## config.mk

```make
export PLATFORM = sky130hd
export DESIGN_NAME = ram_write_buffer
export DESIGN_NICKNAME = d
export VERILOG_FILES = /design/src/rtl/ram_write_buffer.sv
export SDC_FILE = /design/constraint.sdc
export NUM_CORES = 1
export LEC_CHECK = 0
export CAP_MARGIN = 20
export CORE_MARGIN = 10
export CORE_UTILIZATION = 55
export DETAILED_ROUTE_END_ITERATION = 12
export PLACE_DENSITY = 0.77
export REMOVE_ABC_BUFFERS = 1
export SYNTH_ARGS = -nofsm -noshare
export SYNTH_HDL_FRONTEND = slang
export SYNTH_SLANG_ARGS = --single-unit
```

## constraint.sdc

```tcl
create_clock -name clk -period 6.51 [get_ports clk]
set_clock_uncertainty 0.1 [all_clocks]
set_input_delay 1.302 -clock clk [delete_from_list [all_inputs] [get_ports clk]]
set_output_delay 1.302 -clock clk [all_outputs]
set_load 0.02 [all_outputs]
```

## src/rtl/ram_write_buffer.sv

```systemverilog
// Posted-write buffer between the REU DMA RAM port and the SDRAM controller's 8-bit CPU port.
// Define RAM_WRITE_BUFFER_READ_FORWARD_EN to let reads that hit queued writes return without a drain.
module ram_write_buffer #(
  parameter int A_BITS     = 24,
  parameter int DEPTH_LOG2 = 3
) (
  input  logic                  clk,
  input  logic                  reset_n,
  input  logic                  up_req,
  output logic                  up_ack,
  input  logic                  up_we,
  input  logic [A_BITS-1:0]     up_a,
  input  logic [7:0]            up_d,
  output logic [7:0]            up_q,
  output logic                  dn_req,
  input  logic                  dn_ack,
  output logic                  dn_we,
  output logic [A_BITS-1:0]     dn_a,
  output logic [7:0]            dn_d,
  input  logic [7:0]            dn_q,
  output logic [DEPTH_LOG2:0]   level,
  output logic                  idle
);

  localparam int DEPTH = 1 << DEPTH_LOG2;
  localparam logic [DEPTH_LOG2:0] FULL_LEVEL = (DEPTH_LOG2 + 1)'(DEPTH);

  localparam logic [1:0] ST_IDLE    = 2'd0;
  localparam logic [1:0] ST_WR_WAIT = 2'd1;
  localparam logic [1:0] ST_RD_WAIT = 2'd2;

  logic [1:0]            state;
  logic [A_BITS-1:0]     fifo_a [DEPTH];
  logic [7:0]            fifo_d [DEPTH];
  logic [DEPTH_LOG2-1:0] wr_ptr;
  logic [DEPTH_LOG2-1:0] rd_ptr;

  logic       up_pend;
  logic       fifo_empty;
  logic       push;
  logic       pop;
  logic       dn_done;
  logic       rd_issue;
  logic       rd_done;
  logic       fwd_hit;
  logic [7:0] fwd_data;

  assign up_pend    = up_req != up_ack;
  assign fifo_empty = level == '0;
  assign dn_done    = dn_ack == dn_req;
  // Fullness uses the registered level, so a same-cycle pop never frees a slot for a push.
  assign push       = up_pend & up_we & (level != FULL_LEVEL);
  assign pop        = (state == ST_WR_WAIT) & dn_done;
  assign rd_issue   = (state == ST_IDLE) & fifo_empty & up_pend & ~up_we & ~fwd_hit;
  assign rd_done    = (state == ST_RD_WAIT) & dn_done;
  assign idle       = fifo_empty & (state == ST_IDLE) & ~up_pend;

`ifdef RAM_WRITE_BUFFER_READ_FORWARD_EN
  // Scan oldest to newest so the last match (newest write) wins; the in-flight head is still queued.
  always_comb begin
    logic match_any;
    match_any = 1'b0;
    fwd_data  = '0;
    for (int i = 0; i < DEPTH; i++) begin
      if (((DEPTH_LOG2 + 1)'(i) < level) &&
          (fifo_a[rd_ptr + DEPTH_LOG2'(i)] == up_a)) begin
        match_any = 1'b1;
        fwd_data  = fifo_d[rd_ptr + DEPTH_LOG2'(i)];
      end
    end
    fwd_hit = match_any & up_pend & ~up_we;
  end
`else
  assign fwd_hit  = 1'b0;
  assign fwd_data = '0;
`endif

  always_ff @(posedge clk or negedge reset_n) begin
    if (!reset_n) begin
      up_ack <= 1'b0;
      up_q   <= '0;
      dn_req <= 1'b0;
      dn_we  <= 1'b0;
      dn_a   <= '0;
      dn_d   <= '0;
      level  <= '0;
      wr_ptr <= '0;
      rd_ptr <= '0;
      state  <= ST_IDLE;
    end else begin
      if (push) begin
        wr_ptr <= wr_ptr + 1'b1;
        up_ack <= up_req;
      end else if (fwd_hit) begin
        up_q   <= fwd_data;
        up_ack <= up_req;
      end else if (rd_done) begin
        up_q   <= dn_q;
        up_ack <= up_req;
      end

      if (pop) begin
        rd_ptr <= rd_ptr + 1'b1;
      end

      if (push && !pop) begin
        level <= level + 1'b1;
      end else if (pop && !push) begin
        level <= level - 1'b1;
      end

      // Queued writes always go first, so a read can never overtake a posted write.
      case (state)
        ST_IDLE: begin
          if (!fifo_empty) begin
            dn_we  <= 1'b1;
            dn_a   <= fifo_a[rd_ptr];
            dn_d   <= fifo_d[rd_ptr];
            dn_req <= ~dn_req;
            state  <= ST_WR_WAIT;
          end else if (rd_issue) begin
            dn_we  <= 1'b0;
            dn_a   <= up_a;
            dn_req <= ~dn_req;
            state  <= ST_RD_WAIT;
          end
        end
        ST_WR_WAIT: begin
          if (dn_done) begin
            state <= ST_IDLE;
          end
        end
        ST_RD_WAIT: begin
          if (dn_done) begin
            state <= ST_IDLE;
          end
        end
        default: state <= ST_IDLE;
      endcase
    end
  end

  // Entry storage carries no reset; validity is tracked entirely by the pointers and level.
  always_ff @(posedge clk) begin
    if (push) begin
      fifo_a[wr_ptr] <= up_a;
      fifo_d[wr_ptr] <= up_d;
    end
  end

endmodule

```

==> metrics.txt <==
outcome finished, final reports clean; Max VDD drop 284 uV; Synth Register Bits 311; final setup vio count 0; Worst Tran Pin Value 1090 ps; hold path endpoint dn_a[0]$_DFFE_PN0P_; per-cell routed wire length 22.8 um; slew margin rel. 27.6%; largest cells by area after synthesis edfxtp_1, mux4_2, dfrtp_1, mux2i_1, a21o_1; Hold Vio Cnt, Final 0; Worst EP arrival 3170 ps; PortBufs 92; Pleak 5.01 nW; WP data required 5110 ps; RSZ-0062 raised after global routing false; crit path time final 4580 ps; number of synthesized flops with an enable pin 256; commonest non-fill, non-tap cell in the layout edfxtp_1; Initial Util 55.8%; Core ar. 21800 um2; number of detailed-route iterations in the first pass 5; first-pass GRT wire length 36.5 mm; fillcell total 1455; Max Fclk 0.219 GHz; crit path launch type flop; Final GP Congestion 0.753; Seq. cell area 9070 um2; critical path class reg2out; Finished Layout Cells 1016; DIE AREA 28500 um2; die height 169 um; clock slew at reported path FFs 60 ps; multi-input logic area 2960 um2; critical path startpoint level[0]$_DFFE_PN0P_; root buffer cell clkbuf_16; hold buffer count at CTS 0; antenna diode count 0; Post-Synthesis Cells 609; worst min-delay path startpoint dn_a[0]$_DFFE_PN0P_; final global-route overflow total 0; Detail Placement HPWL 13.3 mm; Final TNS setup 0 ps; Reg2Reg Capture Point dn_a[5]$_DFFE_PN0P_; Synth async-reset ratio 17.7%; Inst Count DP 960; Vias/cell 5.87; CTS tree yes; Primary FF master, synth edfxtp_1; worst-path fanout max 53; Synth top area share 63.2%; commonest non-fill, non-tap cells in the layout edfxtp_1, clkdlybuf4s50_1, mux4_2; initial antenna violation count 0; Clk Latency, worst-skew pair 550 ps; r2r setup slk 2960 ps; Hold Crit Class reg2reg; Num CTS Buffers 29; Seq/Total Area, Yosys 74.5%; Reg2Reg Depth 5; via count 5961; H-tree depth 1; pin count of the biggest net entering global routing 58; row count 54; Yosys warning count 0; Final Max Tran Viols 0; post-CTS sizing 0; I/O Pins 93; layout cell share with drive strength beyond 1 18.6%; drt initial violations 522; Yosys top cell by area edfxtp_1; Final Net Count 768; Synth Cell Area 12200 um2; Post-DRT Antenna Nets 0; hold depth 1; mean area per synthesized cell 20.0 um2; clock sinks 311; area grow syn2layout 17.8%; PD cells 451 nW/um2; Hold WS 374 ps; Routed Wire Length 23.1 mm; Max Root-Sink Buffers 3; post-CTS setup buffer count 0; Max-Cap Viols 0; number of global-route vias before repair 6336; Critical Path End Type output pin; final period utilization 70.3%; Die Wd 169 um; DRC viols 0; Distinct cells, synth 40; Total GRT Usage 16.2%; FF-to-FF Start level[0]$_DFFE_PN0P_
## layout make-up
class / instances / share of cell area [%]
multi-input cells: 262 / 20.6
inverters: 5 / 0.131
repair buffers: 105 / 7.39
clock inverters: 10 / 0.541
clock buffers: 43 / 5.57
flip-flops and latches: 311 / 63.3
well taps: 280 / 2.44
## metrics by stage
stage	setup slack, ps	utilization, %	power, mW	instance area, um2
2_1_floorplan	812	-	4.21	12000
6_report	1930	65.7	6.46	14300
3_5_place_dp	1990	61.3	4.95	13400
5_1_grt	1790	65.7	6.81	14300
3_3_place_gp	2120	61.3	4.86	13400
4_1_cts	1910	65.4	6.53	14300
## per-layer routing
layer / GRT usage (%) / part of all wire, % / vias to the layer above
met3: 3.24 / 6.0 / 34
met1: 22.2 / 42 / 3061
met2: 26.0 / 50 / 194
met5: 0 / 0 / -
li1: - / - / 2672
met4: 4.39 / 1.9 / 0
## sequential cells by signal, summed over array words and instances, names as in the netlist
name	cells
up_ack	1
dn_req	1
level	4
dn_we	1
state	2
dn_a	24
fifo_d	64
fifo_a	192
up_q	8
dn_d	8
rd_ptr	3
wr_ptr	3
## worst max-delay path by stage
| stage | slack [ps] | to | cells after the start |
|---|---|---|---|
| after floorplan | 810 | fifo_a[0][0]$_DFFE_PP_ | 3 |
| after global placement | 2120 | fifo_a[5][13]$_DFFE_PP_ | 6 |
| after detailed placement | 1990 | fifo_a[5][14]$_DFFE_PP_ | 6 |
| after CTS | 1910 | idle | 5 |
| after global routing | 1790 | idle | 5 |
| final | 1930 | idle | 5 |
## logic make-up (layout without fill, tap and decap cells)
logic type               count (synthesis)  in the layout  synth area share, %
flip-flops                             311            311                 74.5
multiplexers                           108            108                 15.6
AO/OA/AOI/OAI                           70             70                 4.21
AND/OR/NAND/NOR                         66             66                 2.47
buffers and inverters                   36            163                 1.62
adder cells (fa/ha/maj)                  9              9                0.987
XOR/XNOR                                 9              9                0.648
## where the power goes
part	total (mW)	internal, mW	switching (mW)
clock network	1.56	0.885	0.677
logic	2.18	1.07	1.11
registers	2.72	2.49	0.225
## critical path: stages, from the launching register on
cell and delay, ps:
dfrtp_1 470, or4_2 1170, inv_1 180, nand2_1 90, nor2_1 110, clkdlybuf4s50_1 610
## cells in the mapped netlist, types with 2 or more instances
cell,count
mux2i_1,33
buf_4,8
nand2_1,21
buf_1,2
mux4_2,64
inv_1,4
edfxtp_1,256
a21oi_1,3
mux2_2,3
dfrtp_1,55
o21ai_0,10
buf_6,3
clkbuf_1,10
mux2_1,8
a21o_1,25
buf_2,8
nor3_1,7
nor2_1,28
nand2b_1,3
a211oi_1,24
ha_1,8
xnor2_1,8
(Power assumes the default switching activity.)
